File: src/rtl/ex_alu_stage.sv
// ============================================================================
// ex_alu_stage
// ----------------------------------------------------------------------------
// Execute-stage ALU for the pipelined 32-bit MIPS core.
//
// Consumes the 4-bit ALU control code from the decode-side ALU control logic
// plus operands and destination tag, computes add/sub/and/or/slt
// combinationally and registers the result into the EX/MEM boundary.
//
// A valid/ready handshake on both sides uses a two-slot store:
//   - MAIN drives the outputs.
//   - SKID catches the one op that arrives in the same cycle MAIN stalls.
// in_ready depends only on registered state, so the memory stage's stall
// never forms a combinational path back into decode.
//
// Optional feature (compile-time macro ALU_OVF_TRAP_EN):
//   defined   - signed overflow on add/sub raises out_ovf and suppresses
//               out_regwrite; out_result still carries the wrapped value.
//   undefined - out_ovf is tied 0 and overflowed results are written normally.
//
// Parameters:
//   WIDTH          operand/result width
//   CNT_W          width of the saturating illegal-op counter
//
// Ports:
//   clk            rising-edge clock
//   rst_n          asynchronous active-low reset
//   flush          synchronous pipeline flush (drops both slots and the input)
//   in_valid       upstream op valid
//   in_ready       stage can accept an op
//   in_alucontrol  ALU control code
//   in_a, in_b     operands (rs, rt/immediate)
//   in_rd          destination register
//   in_regwrite    op writes the register file
//   out_valid      result valid
//   out_ready      MEM stage accepts
//   out_result     ALU result
//   out_zero       result == 0
//   out_rd         destination register
//   out_regwrite   final write enable
//   out_illegal    control code was not recognised
//   out_ovf        signed overflow trap
//   illegal_count  saturating count of accepted illegal ops
// ============================================================================
module ex_alu_stage #(
    parameter int WIDTH = 32,
    parameter int CNT_W = 8
) (
    input  logic             clk,
    input  logic             rst_n,
    input  logic             flush,
    input  logic             in_valid,
    output logic             in_ready,
    input  logic [3:0]       in_alucontrol,
    input  logic [WIDTH-1:0] in_a,
    input  logic [WIDTH-1:0] in_b,
    input  logic [4:0]       in_rd,
    input  logic             in_regwrite,
    output logic             out_valid,
    input  logic             out_ready,
    output logic [WIDTH-1:0] out_result,
    output logic             out_zero,
    output logic [4:0]       out_rd,
    output logic             out_regwrite,
    output logic             out_illegal,
    output logic             out_ovf,
    output logic [CNT_W-1:0] illegal_count
);

    localparam logic [3:0] ALU_AND = 4'b0000;
    localparam logic [3:0] ALU_OR  = 4'b0001;
    localparam logic [3:0] ALU_ADD = 4'b0010;
    localparam logic [3:0] ALU_SUB = 4'b0110;
    localparam logic [3:0] ALU_SLT = 4'b0111;

    localparam logic [CNT_W-1:0] CNT_ONE = {{(CNT_W-1){1'b0}}, 1'b1};
    localparam logic [CNT_W-1:0] CNT_MAX = {CNT_W{1'b1}};

    // One pipeline entry: everything that crosses EX/MEM for a single op.
    typedef struct packed {
        logic [WIDTH-1:0] result;
        logic             zero;
        logic [4:0]       rd;
        logic             regwrite;
        logic             illegal;
        logic             ovf;
    } entry_t;

    // ------------------------------------------------------------------------
    // Combinational ALU on the input side
    // ------------------------------------------------------------------------
    logic [WIDTH-1:0] and_vec;
    logic [WIDTH-1:0] or_vec;
    logic [WIDTH-1:0] sum;
    logic [WIDTH-1:0] diff;
    logic             slt_bit;
    logic [WIDTH-1:0] alu_result;
    logic             alu_legal;
    logic             alu_ovf;
    entry_t           in_entry;

    genvar gi;
    generate
        for (gi = 0; gi < WIDTH; gi++) begin : g_logic_bits
            assign and_vec[gi] = in_a[gi] & in_b[gi];
            assign or_vec[gi]  = in_a[gi] | in_b[gi];
        end
    endgenerate

    assign sum  = in_a + in_b;
    assign diff = in_a - in_b;

    // Signed less-than without trusting the subtraction sign when it can
    // overflow: if the signs differ, A is smaller exactly when A is negative;
    // if they match, the difference cannot overflow and its sign is exact.
    assign slt_bit = (in_a[WIDTH-1] != in_b[WIDTH-1]) ? in_a[WIDTH-1]
                                                      : diff[WIDTH-1];

    always_comb begin
        alu_result = '0;
        alu_legal  = 1'b1;
        alu_ovf    = 1'b0;
        case (in_alucontrol)
            ALU_ADD: begin
                alu_result = sum;
`ifdef ALU_OVF_TRAP_EN
                // Same-sign operands producing an opposite-sign sum.
                alu_ovf = (in_a[WIDTH-1] == in_b[WIDTH-1]) &&
                          (sum[WIDTH-1] != in_a[WIDTH-1]);
`endif
            end
            ALU_SUB: begin
                alu_result = diff;
`ifdef ALU_OVF_TRAP_EN
                // Opposite-sign operands where the result takes B's sign.
                alu_ovf = (in_a[WIDTH-1] != in_b[WIDTH-1]) &&
                          (diff[WIDTH-1] != in_a[WIDTH-1]);
`endif
            end
            ALU_AND: alu_result = and_vec;
            ALU_OR:  alu_result = or_vec;
            ALU_SLT: alu_result = {{(WIDTH-1){1'b0}}, slt_bit};
            default: begin
                alu_result = '0;
                alu_legal  = 1'b0;
            end
        endcase
    end

    always_comb begin
        in_entry.result   = alu_result;
        in_entry.zero     = (alu_result == '0);
        in_entry.rd       = in_rd;
        in_entry.regwrite = in_regwrite & alu_legal & ~alu_ovf;
        in_entry.illegal  = ~alu_legal;
        in_entry.ovf      = alu_ovf;
    end

    // ------------------------------------------------------------------------
    // MAIN / SKID storage and handshake
    // ------------------------------------------------------------------------
    entry_t           main_reg,  main_next;
    entry_t           skid_reg,  skid_next;
    logic             main_valid_reg, main_valid_next;
    logic             skid_valid_reg, skid_valid_next;
    logic [CNT_W-1:0] cnt_reg,   cnt_next;
    logic             accept;
    logic             pop;

    // Ready comes from registered state only; reset holds it low.
    assign in_ready = rst_n & ~skid_valid_reg;
    assign accept   = in_valid & in_ready & ~flush;
    assign pop      = main_valid_reg & out_ready;

    always_comb begin
        main_next       = main_reg;
        skid_next       = skid_reg;
        main_valid_next = main_valid_reg;
        skid_valid_next = skid_valid_reg;
        cnt_next        = cnt_reg;

        if (flush) begin
            // Flush drops both slots and the op on the input this cycle; the
            // counter is left alone because nothing was accepted.
            main_valid_next = 1'b0;
            skid_valid_next = 1'b0;
        end else begin
            if (!main_valid_reg || pop) begin
                if (skid_valid_reg) begin
                    // Oldest entry lives in SKID: it moves up first.
                    main_next       = skid_reg;
                    main_valid_next = 1'b1;
                    // in_ready is low while SKID holds data, so nothing can be
                    // accepted alongside this move; the branch keeps ordering
                    // explicit should that ever change.
                    skid_valid_next = accept;
                    if (accept) begin
                        skid_next = in_entry;
                    end
                end else if (accept) begin
                    main_next       = in_entry;
                    main_valid_next = 1'b1;
                    skid_valid_next = 1'b0;
                end else begin
                    main_valid_next = 1'b0;
                    skid_valid_next = 1'b0;
                end
            end else if (accept) begin
                // MAIN is stalled: absorb this op in SKID.
                skid_next       = in_entry;
                skid_valid_next = 1'b1;
            end

            if (accept && in_entry.illegal && (cnt_reg != CNT_MAX)) begin
                cnt_next = cnt_reg + CNT_ONE;
            end
        end
    end

    always_ff @(posedge clk or negedge rst_n) begin
        if (!rst_n) begin
            main_reg       <= '0;
            skid_reg       <= '0;
            main_valid_reg <= 1'b0;
            skid_valid_reg <= 1'b0;
            cnt_reg        <= '0;
        end else begin
            main_reg       <= main_next;
            skid_reg       <= skid_next;
            main_valid_reg <= main_valid_next;
            skid_valid_reg <= skid_valid_next;
            cnt_reg        <= cnt_next;
        end
    end

    // ------------------------------------------------------------------------
    // Outputs straight from MAIN
    // ------------------------------------------------------------------------
    assign out_valid     = main_valid_reg;
    assign out_result    = main_reg.result;
    assign out_zero      = main_reg.zero;
    assign out_rd        = main_reg.rd;
    assign out_regwrite  = main_reg.regwrite;
    assign out_illegal   = main_reg.illegal;
    assign out_ovf       = main_reg.ovf;
    assign illegal_count = cnt_reg;

endmodule

File: config.mk
export PLATFORM = sky130hd
export DESIGN_NAME = ex_alu_stage
export DESIGN_NICKNAME = d
export VERILOG_FILES = /design/src/rtl/ex_alu_stage.sv
export SDC_FILE = /design/constraint.sdc
export NUM_CORES = 1
export LEC_CHECK = 0
export ABC_AREA = 1
export BUFFER_PORTS_ARGS = -buffer_cell sky130_fd_sc_hd__buf_2
export CAP_MARGIN = 10
export CORE_MARGIN = 3
export CORE_UTILIZATION = 46
export CTS_CLUSTER_DIAMETER = 80
export CTS_CLUSTER_SIZE = 20
export DETAILED_ROUTE_END_ITERATION = 8
export PLACE_DENSITY = 0.66
export SYNTH_ARGS = -nofsm -noshare
export SYNTH_HDL_FRONTEND = slang
export SYNTH_SLANG_ARGS = --single-unit
File: constraint.sdc
create_clock -name clk -period 2 [get_ports clk]
set_input_delay 0.1 -clock clk [delete_from_list [all_inputs] [get_ports clk]]
set_output_delay 0.1 -clock clk [all_outputs]
set_load 0.02 [all_outputs]
==> results of run 1 <==
==> power breakdown <==
| group | total, uW | leakage [uW] | internal [uW] | switching, uW |
|---|---|---|---|---|
| logic | 3760 | 0.00732 | 1600 | 2160 |
| clock network | 1560 | 0.000130 | 900 | 663 |
| registers | 2200 | 0.00118 | 2050 | 142 |
| total | 7520 | 0.00863 | 4560 | 2960 |
==> cell type report <==
type                       instances  area (um2)  area share [%]
inverter                         336        1310            8.51
sequential                        90        2250            14.7
timing repair buffer             462        3400            22.2
antenna                            1        2.50          0.0163
clock buffer                      11         253            1.65
clock inverter                     4        27.5           0.179
tap                              280         350            2.28
multi-input combinational       1260        7750            50.5
==> worst max-delay path by stage <==
stage                           end  slack [ps]  depth (start not counted)
2_1_floorplan  out_zero$_DFFE_PN0P_        -530                         26
3_3_place_gp   out_zero$_DFFE_PN0P_       -1020                         24
3_5_place_dp   out_zero$_DFFE_PN0P_       -1080                         24
4_1_cts        out_zero$_DFFE_PN0P_        -520                         24
5_1_grt        out_zero$_DFFE_PN0P_        -660                         24
6_report       out_zero$_DFFE_PN0P_        -490                         24
==> cell usage in the layout, fill, tap and decap left out, types with 56 or more instances in the layout <==
cell type	instances
nand2_2	71
ha_1	67
nand2_1	515
inv_1	252
a21oi_1	56
dfrtp_1	90
nand3_1	105
nor2_1	107
buf_4	306
buf_2	117
inv_2	70
==> Yosys cell counts <==
cell type,number
a31oi_1,5
o21bai_1,5
buf_4,11
xor2_1,3
conb_1,1
nand2_1,570
xnor2_1,4
or2_2,1
ha_1,100
nor2_1,133
buf_6,16
a211oi_1,1
o21ai_0,78
o21ai_1,3
nand3_1,138
nor2_2,24
buf_2,11
buf_1,2
clkbuf_1,18
nand2_4,3
and3_1,3
nand4_1,21
nand3b_1,13
nor3_2,7
a41oi_1,1
inv_2,15
a21oi_1,67
o22ai_1,27
o221ai_1,1
and2_1,3
clkinv_1,2
fa_1,3
nor3_1,6
inv_1,319
nand2_2,24
clkbuf_2,2
nand3_2,8
nor2_4,6
dfrtp_1,90
==> worst max-delay path: stages <==
cell,delay [ps]
buf_2,110
inv_2,80
ha_4,210
nor2_4,130
nand2_2,100
nor2_4,110
nand2_4,70
nand3_4,90
nand2_2,80
nand2_2,90
nand2_2,60
nand2_2,60
a21oi_2,50
fa_2,510
nor2_1,40
a211oi_1,170
nand2_1,100
nor2_1,110
nand2_1,70
nor2_2,120
nand3_2,110
nand2_1,70
nand2_1,60
nand2_1,50
==> per-stage QoR <==
step | total power (uW) | instance area [um2] | utilization [%]
floorplan | 4140 | 11000 | -
global placement | 5520 | 13900 | 63.0
detailed placement | 5590 | 13900 | 63.0
CTS | 7290 | 14600 | 66.2
global route | 8020 | 15300 | 69.5
finish | 7520 | 15300 | 69.5
==> what timing repair did <==
item                                    4_1_cts  5_1_grt
setup buffers                                15       12
hold endpoints to repair                     33        0
cloned                                        0        1
hold buffers                                  6        0
endpoints found under the setup margin       46       48
gates resized for setup                      84      176
pin swaps                                    30       38
==> metal layers <==
layer	part of all wire, %	up-vias
met4	3.2	0
met2	47	398
met5	0	-
met3	6.6	69
li1	-	6196
met1	43	5740
==> kinds of logic after synthesis <==
kind of cell               synth area share (%)
AOI/OAI and AO/OA                          9.57
xor gates and xnor gates                  0.585
adders and majority gates                  12.5
buffers and inverters                      15.9
DFF                                        21.5
other                                    0.0358
and+or+nand+nor                            39.9
==> out/metrics.yaml, run 1 <==
synthesis:
  synth-seq-cells: 90
  synthCells: 1745
  synth_top_area_share_pct: 21.5
  synth.area.top_cells: "dfrtp_1 (21%), nand2_1 (20%), ha_1 (12%)"
  yosysWarnings: 0
  netlist-cell-type-count: 39
  syn_avg_cell_area_um2: 6.01
  seq_area_frac_synth_pct: 21.5
  syn-num-nets: 1927
  netlist_area_um2: 10500
  synth_area_leader_cell: "dfrtp_1"
placement:
  dp_worst_setup_slack_ps: -1080
  io_buffers: 128
  gp_congestion: 1.02
  place_inst: 2397
  dp_hpwl_mm: 30.0
global_route:
  antenna_found_initial: 0
  gr-usage-all-layers_pct: 29.0
  gr-usage-met1_pct: 39.0
  overflow: 0
  grt_max_degree: 63
  grt_use_met2_pct: 48.7
  busiest_layer: "met2"
  grt_pass1_vias: 11600
  grt_pass1_wl_mm: 57.2
  grt_util_met3_pct: 3.19
timing:
  setup-tns-final_ps: -1780
  maxSlewViolCount: 0
  fmax_mhz: 401
  whs_ps: 14.2
  final-setup-viol-count: 6
  hold_violations: 0
  setup_slack_ps: -494
  fin_skew_ps: 5.87
  period_share_pct: 125
  tightestPinTransition_ps: 759
  min_period_ps: 2490
  maxSlewHeadroom_pct: 49.4
  rsz0062_at_grt: "true"
clock_tree:
  numCtsBuffers: 9
  clk_pin_slew_ps: 60
  cts_tree: "done"
  cts_sinks: 90
  cts_max_path_buffers: 2
  clk-insertion-delay-late_ps: 330
  root_buffer: "clkbuf_16"
  htree_levels: 3
final_layout:
  drive_gt1_share_pct: 37.4
  layout.cells.non_filler: 2444
  fin_nets: 2341
  fillCellCount: 1973
  area_growth_pct: 46.4
  largest_reg_flops: 40
routing:
  vias_per_cell: 5.07
  postRouteWirelength_mm: 37.2
  via_count: 12400
  ant_nets: 0
  drc_errors: 0
  wire_per_inst_um: 15.2
  drtPass1Iterations: 6
  drt_iter0_markers: 906
setup_path:
  cp.arrival_ps: 2770
  r2r_start: "skid_valid_reg$_DFFE_PN0P_"
  worstSetupPathType: "in -> reg"
  cp-end-kind: "register"
  cp.required_ps: 2270
  rrSetupSlack_ps: 140
  worst-path-max-fanout: 3
  start_kind: "input port"
  reg2reg_depth: 10
  cp-startpoint: "in_b[11]"
  r2r-end: "out_result[24]$_DFFE_PN0P_"
die:
  dieArea_um2: 24600
  core_area_um2: 22100
  die_w_um: 157
  rows: 54
  ios: 130
  initial_utilization_pct: 47.4
  die_h_um: 157
min_path:
  hold_path_class: "in -> reg"
  hold-path-endpoint: "skid_reg[4]$_DFFE_PN0P_"
  min-delay-start: "in_rd[1]"
  holdPathStages: 3
power:
  power_leakage_uw: 0.00863
  powerDensity_nw_per_um2: 490
  irDropWorstVdd_mv: 0.384
outcome:
  status: "finished, violations left"
  violations: "negative setup slack"
flow_run:
  max-cap-violations: 0
No activity file was read; power rests on OpenSTA's default activity.
==> run 2, diff against run 1 <==
- PLACE_DENSITY: 0.66 -> 0.68
- clock period: 2 -> 2.1 ns (I/O delays scaled with it)
==> run 2 against run 1 <==
The run still ends with negative setup slack left. Non-clock buffer count decreased by 19. Critical endpoint unchanged. Final cell count decreased by 0.82%. Register-to-register slack improved by 50 ps. Die area unchanged. Via count decreased by 0.44%. Combinational power decreased by 8.8%. Critical path depth unchanged. Sequential share of layout area increased by 0.45 points. Cell area decreased by 3.0%.
==> out/metrics.yaml, run 2 (synthesis gave the netlist of run 1 again) <==
min_path:
  min-delay-start: "in_rd[3]"  # was in_rd[1]
  hold-path-endpoint: "skid_reg[6]$_DFFE_PN0P_"  # was skid_reg[4]$_DFFE_PN0P_
  holdPathStages: 3  # unchanged
  hold_path_class: "in -> reg"  # unchanged
clock_tree:
  htree_levels: 3  # unchanged
  cts_sinks: 90  # unchanged
  clk_pin_slew_ps: 70  # was 60 ps
  numCtsBuffers: 9  # unchanged
  cts_tree: "done"  # unchanged
  cts_max_path_buffers: 2  # unchanged
  root_buffer: "clkbuf_16"  # unchanged
  clk-insertion-delay-late_ps: 340  # was 330 ps
die:
  ios: 130  # unchanged
  core_area_um2: 22100  # unchanged
  dieArea_um2: 24600  # unchanged
  die_h_um: 157  # unchanged
  initial_utilization_pct: 47.4  # unchanged
  rows: 54  # unchanged
  die_w_um: 157  # unchanged
setup_path:
  cp-end-kind: "register"  # unchanged
  crit_slowest_cell: "fa_2"  # unchanged
  r2r-end: "out_result[23]$_DFFE_PN0P_"  # was out_result[24]$_DFFE_PN0P_
  start_kind: "input port"  # unchanged
  cpMostUsedCell: "nand2_1"
  critical_path.top_delay_family: "simple AND/OR/NAND/NOR gates"  # unchanged
  r2r_start: "skid_valid_reg$_DFFE_PN0P_"  # unchanged
  cp.arrival_ps: 2780  # was 2770 ps
  worstSetupPathType: "in -> reg"  # unchanged
  path_cells: "buf_6 > inv_2 > ha_4 > nor2_4 > nand2_2 > nor2_4 > nand2_4 > nand3_4 > nand2_4 > nand2_2 > nand2_2 > nand2_2 > a21oi_4 > fa_2 > nor2_1 > a211oi_1 > nand2_1 > nor2_1 > nand2_1 > nor2_1 > nand3_1 > nand2_1 > nand2_1 > nand2_1"  # was buf_2 > inv_2 > ha_4 > nor2_4 > nand2_2 > nor2_4 > nand2_4 > nand3_4 > nand2_2 > nand2_2 > nand2_2 > nand2_2 > a21oi_2 > fa_2 > nor2_1 > a211oi_1 > nand2_1 > nor2_1 > nand2_1 > nor2_2 > nand3_2 > nand2_1 > nand2_1 > nand2_1
  rrSetupSlack_ps: 190  # was 140 ps
  slowest_delay_ps: 520  # was 510 ps
  critPathBufInv: 2  # unchanged
  reg2reg_depth: 9  # was 10
  cp.required_ps: 2380  # was 2270 ps
  worst-path-max-fanout: 3  # unchanged
final_layout:
  most-common-layout-cells: "nand2_1 (539), buf_4 (305), inv_1 (251)"  # was nand2_1 (515), buf_4 (306), inv_1 (252)
  area_growth_pct: 42.1  # was 46.4%
  drive_gt1_share_pct: 33.7  # was 37.4%
  largest_reg_flops: 40  # unchanged
  fin_nets: 2321  # was 2341
  layout.cells.non_filler: 2424  # was 2444
  mostFrequentLayoutCell: "nand2_1"  # unchanged
  n_antenna_cell: 0  # was 1
power:
  irDropWorstVdd_mv: 0.413  # was 0.384 mV
  power_leakage_uw: 0.00844  # was 0.00863 uW
  powerDensity_nw_per_um2: 497  # was 490 nW/um2
timing:
  fin_skew_ps: 7.09  # was 5.87 ps
  maxSlewViolCount: 0  # unchanged
  min_period_ps: 2500
  hold_violations: 0  # unchanged
  tightestPinTransition_ps: 704  # was 759 ps
  period_share_pct: 119
  setup_slack_ps: -399  # was -494 ps
  whs_ps: 6.19  # was 14.2 ps
  maxSlewHeadroom_pct: 52.9  # was 49.4%
  final-setup-viol-count: 6  # unchanged
  fmax_mhz: 400
  rsz0062_at_grt: "true"  # unchanged
placement:
  gp_congestion: 1.01  # was 1.02
  dp_hpwl_mm: 30.1  # was 30.0 mm
  place_inst: 2380  # was 2397
  io_buffers: 128  # unchanged
global_route:
  gr-usage-all-layers_pct: 29.7  # was 29.0%
  grt_max_degree: 57  # was 63
  grt_pass1_wl_mm: 58.3  # was 57.2 mm
  overflow: 0  # unchanged
  grt_pass1_vias: 11600  # about the same
  antenna_found_initial: 2  # was 0
outcome:
  violations: "negative setup slack"  # unchanged
  status: "finished, violations left"  # unchanged
routing:
  via_count: 12300  # was 12.4k
  wire_per_inst_um: 15.4  # was 15.2 um
  drtPass1Iterations: 7  # was 6
  drt_iter0_markers: 973  # was 906
  postRouteWirelength_mm: 37.3  # was 37.2 mm
  ant_nets: 0  # unchanged
  drc_errors: 0  # unchanged
  vias_per_cell: 5.09  # was 5.07
flow_run:
  max-cap-violations: 0  # unchanged
[run 2: cell types whose count changed in the layout (fill, tap and decap cells not counted), moves of 5 or more]
cell	before	now
nand2_1	515	539
inv_6	1	7
nand3_2	30	20
buf_12	8	3
nand2_2	71	51
nor2_4	35	26
nor2_1	107	119
o21ai_2	12	2
o21ai_0	55	63
nand3_1	105	123
buf_2	117	106
nand3_4	11	3
[run 2: tightest hold or removal path: stages]
cell and delay, ps:
buf_2 90, nand2_1 50, nand2_1 70
[run 2: layer usage]
layer	GRT usage [%]	wire [um]
met1	40.4	16500
met2	50.8	17500
met3	2.01	2270
met4	8.46	1040
met5	0	14
[run 2: power by group]
part           internal (uW)  switching, uW  leakage (uW)
registers               1960            139       0.00118
logic                   1440           1980       0.00709
clock network           1180            698      0.000171
[run 2: area by class of cell]
class                   count  area [um2]
multi-input cells        1259        7380
fillers                  2045        7210
repair buffers            443        3230
flip-flops and latches     90        2250
inverters                 336        1330
well taps                 280         350
clock buffers               9         225
clock inverters             7         125
[run 2: per-stage QoR]
step | util [%] | TNS [ps] | power (uW) | area, um2 | setup slack (ps)
after floorplan | - | -1210 | 3940 | 11000 | -434
after global placement | 62.2 | -11080 | 5230 | 13700 | -898
after detailed placement | 62.2 | -13060 | 5300 | 13700 | -955
after CTS | 65.6 | -1080 | 7280 | 14500 | -376
after global routing | 67.4 | -1920 | 7850 | 14900 | -543
final | 67.4 | -1270 | 7390 | 14900 | -399
[run 2: what timing repair did]
| action | CTS | global route |
|---|---|---|
| pin swaps | 37 | 66 |
| endpoints found under the hold margin | 39 | 0 |
| endpoints found under the setup margin | 10 | 25 |
| buffers inserted | 12 | 11 |
| hold buffers | 6 | 0 |
| gates resized for setup | 70 | 104 |
| cloned | 0 | 0 |
[run 2: worst max-delay path by stage]
stage                              end  slack [ps]     from  cells past startpoint
4_1_cts           out_zero$_DFFE_PN0P_        -380  in_b[2]                     25
5_1_grt           out_zero$_DFFE_PN0P_        -540  in_a[1]                     25
2_1_floorplan     out_zero$_DFFE_PN0P_        -430  in_a[4]                     26
3_3_place_gp      out_zero$_DFFE_PN0P_        -900  in_a[4]                     26
3_5_place_dp   skid_reg[8]$_DFFE_PN0P_        -950  in_a[1]                     23
6_report          out_zero$_DFFE_PN0P_        -400  in_b[6]                     24
==> run 3, diff against run 2 <==
--- a/constraint.sdc
+++ b/constraint.sdc
@@ -3,2 +3,2 @@
 set_output_delay 0.105 -clock clk [all_outputs]
-set_load 0.02 [all_outputs]
+set_load 0.05 [all_outputs]
==> run 3 against run 2 <==
The run still ends with negative setup slack left. Highest routed layer is now met4. Combinational power grew 17%. Critical path depth increased by 1. Global-route usage grew 0.31 points. Critical endpoint unchanged. Register-to-register slack got worse by 20 ps. First-iteration DRC count shrank 3.0%. Utilization rose by 3.1 points.
==> out/metrics.yaml, run 3 (synthesis gave the netlist of run 1 again) <==
global_route:
  grt_pass1_vias: 11900  # was 11.6k
  grt_pass1_wl_mm: 58.9  # was 58.3 mm
  overflow: 0  # unchanged
  antenna_found_initial: 0  # was 2
  grt_max_degree: 67  # was 57
  gr-usage-all-layers_pct: 30.0  # was 29.7%
routing:
  drtPass1Iterations: 6  # was 7
  vias_per_cell: 5.09  # about the same
  ant_nets: 0  # unchanged
  postRouteWirelength_mm: 38.8  # was 37.3 mm
  wire_per_inst_um: 15.8  # was 15.4 um
  drt_iter0_markers: 944  # was 973
  drc_errors: 0  # unchanged
  via_count: 12600  # was 12.3k
final_layout:
  n_antenna_cell: 0  # unchanged
  largest_reg_flops: 40  # unchanged
  area_growth_pct: 48.5  # was 42.1%
  most-common-layout-cells: "nand2_1 (513), buf_4 (330), inv_1 (241)"  # was nand2_1 (539), buf_4 (305), inv_1 (251)
  fin_area_um2: 15600  # was 14900 um2
  layout.cells.non_filler: 2464  # was 2424
  fin_nets: 2361  # was 2321
  mostFrequentLayoutCell: "nand2_1"  # unchanged
  fillCellCount: 1931  # was 2045
  multi_input_area_um2: 7690  # was 7380 um2
  drive_gt1_share_pct: 38.2  # was 33.7%
  ff_latch_area_um2: 2250  # unchanged
outcome:
  status: "finished, violations left"  # unchanged
  violations: "negative setup slack"  # unchanged
setup_path:
  cpMostUsedCell: "nand2_4"  # was nand2_1
  start_kind: "input port"  # unchanged
  cp-startpoint: "in_b[3]"  # was in_b[6]
  worstSetupPathType: "in -> reg"  # unchanged
  r2r_start: "skid_valid_reg$_DFFE_PN0P_"  # unchanged
  cp-end-kind: "register"  # unchanged
  cp.required_ps: 2370  # was 2380 ps
  cp.arrival_ps: 2760  # was 2780 ps
  worstSetupEndpoint: "out_zero$_DFFE_PN0P_"  # unchanged
  worst-path-max-fanout: 3  # unchanged
  reg2reg_depth: 9  # unchanged
  crit_slowest_cell: "fa_2"  # unchanged
  critPathBufInv: 2  # unchanged
  rrSetupSlack_ps: 170  # was 190 ps
  critical_path.top_delay_family: "simple AND/OR/NAND/NOR gates"  # unchanged
  slowest_delay_ps: 380  # was 520 ps
  cp.depth: 25  # was 24
  r2r-end: "out_result[11]$_DFFE_PN0P_"  # was out_result[23]$_DFFE_PN0P_
die:
  core_area_um2: 22100  # unchanged
  initial_utilization_pct: 47.4  # unchanged
  rows: 54  # unchanged
  dieArea_um2: 24600  # unchanged
  die_w_um: 157  # unchanged
  ios: 130  # unchanged
  die_h_um: 157  # unchanged
timing:
  setup_slack_ps: -383  # was -399 ps
  tightestPinTransition_ps: 810  # was 704 ps
  final-setup-viol-count: 6  # unchanged
  maxSlewHeadroom_pct: 46.0  # was 52.9%
  min_period_ps: 2480  # was 2500 ps
  hold_violations: 0  # unchanged
  fin_skew_ps: 6.55  # was 7.09 ps
  rsz0062_at_grt: "true"  # unchanged
  fmax_mhz: 403  # was 400 MHz
  maxSlewViolCount: 0  # unchanged
  period_share_pct: 118  # was 119%
power:
  powerDensity_nw_per_um2: 502  # was 497 nW/um2
  irDropWorstVdd_mv: 0.501  # was 0.413 mV
  power_leakage_uw: 0.00878  # was 0.00844 uW
min_path:
  hold_path_class: "in -> reg"  # unchanged
clock_tree:
  cts_sinks: 90  # unchanged
  clk_pin_slew_ps: 60  # was 70 ps
  cts_tree: "done"  # unchanged
  clk-insertion-delay-late_ps: 340  # about the same
  root_buffer: "clkbuf_16"  # unchanged
  numCtsBuffers: 9  # unchanged
  htree_levels: 3  # unchanged
  cts_max_path_buffers: 2  # unchanged
placement:
  io_buffers: 128  # unchanged
  post_dp_cell_area_um2: 14000  # was 13700 um2
  gp_congestion: 0.979  # was 1.01
  place_inst: 2406  # was 2380
  dp_hpwl_mm: 30.8  # was 30.1 mm
flow_run:
  max-cap-violations: 0  # unchanged
[run 3: cell count changes in the layout (fill, tap and decap cells not counted), moves of 10 or more]
cell     change
nand2_1     -26
buf_4       +25
buf_6       +19
nand2_2     +18
nand3_1     -17
nor2_1      -11
nor2_2      +11
inv_1       -10
nand3_2     +10
[run 3: how the worst min path moves through the flow]
stage,from,endpoint,slack [ps],cells past startpoint
after floorplan,rst_n,illegal_count[0]$_DFFE_PN0P_,-190,0
after global placement,rst_n,out_result[7]$_DFFE_PN0P_,120,2
after detailed placement,rst_n,out_result[7]$_DFFE_PN0P_,120,2
after CTS,in_rd[2],skid_reg[5]$_DFFE_PN0P_,5,3
after global routing,in_regwrite,skid_reg[2]$_DFFE_PN0P_,20,3
final,in_rd[2],skid_reg[5]$_DFFE_PN0P_,20,3
[run 3: what timing repair did]
action,in CTS,in global routing
setup buffers,22,22
gates resized for setup,107,174
hold buffers,6,0
hold endpoints to repair,29,0
pin swaps,47,82
setup endpoints to repair,32,51
[run 3: metrics by stage]
stage	hold WS [ps]	utilization [%]	total power (uW)	worst slack [ps]	setup TNS, ps
detailed placement	123	63.3	5750	-963	-15040
global route	19.2	70.4	8270	-534	-2530
floorplan	-191	-	4330	-434	-1210
finish	16.1	70.4	7820	-383	-1520
global placement	123	63.3	5690	-902	-13310
CTS	5.19	67.2	7590	-408	-1280
[run 3: cell type report]
type                    count  share of cell area [%]
clock buffers              10                    1.47
clock inverters             6                   0.587
inverters                 336                    8.52
multi-input cells        1259                    49.4
flip-flops and latches     90                    14.5
well taps                 280                    2.25
repair buffers            483                    23.3
[run 3: power breakdown]
part / switching (uW) / total, uW / leakage, uW / internal, uW
clock network: 657 / 1700 / 0.000157 / 1050
logic: 2470 / 4020 / 0.00744 / 1550
registers: 138 / 2090 / 0.00118 / 1960
[run 3: worst reg2reg max path, stage by stage (launching register included)]
cell     delay [ps]
dfrtp_1         420
nor2_4          110
nand3_1         110
buf_4           180
nand2_1          60
nand2_1          90
nor2_2          160
buf_4           360
o21ai_0         170
o21ai_0         190
[run 3: routing by layer]
metal	track usage (%)	wire, um	vias up
li1	-	-	6231
met1	39.9	16800	5807
met2	50.6	18100	427
met3	4.07	2630	87
met4	9.34	1310	0
met5	0	0	-
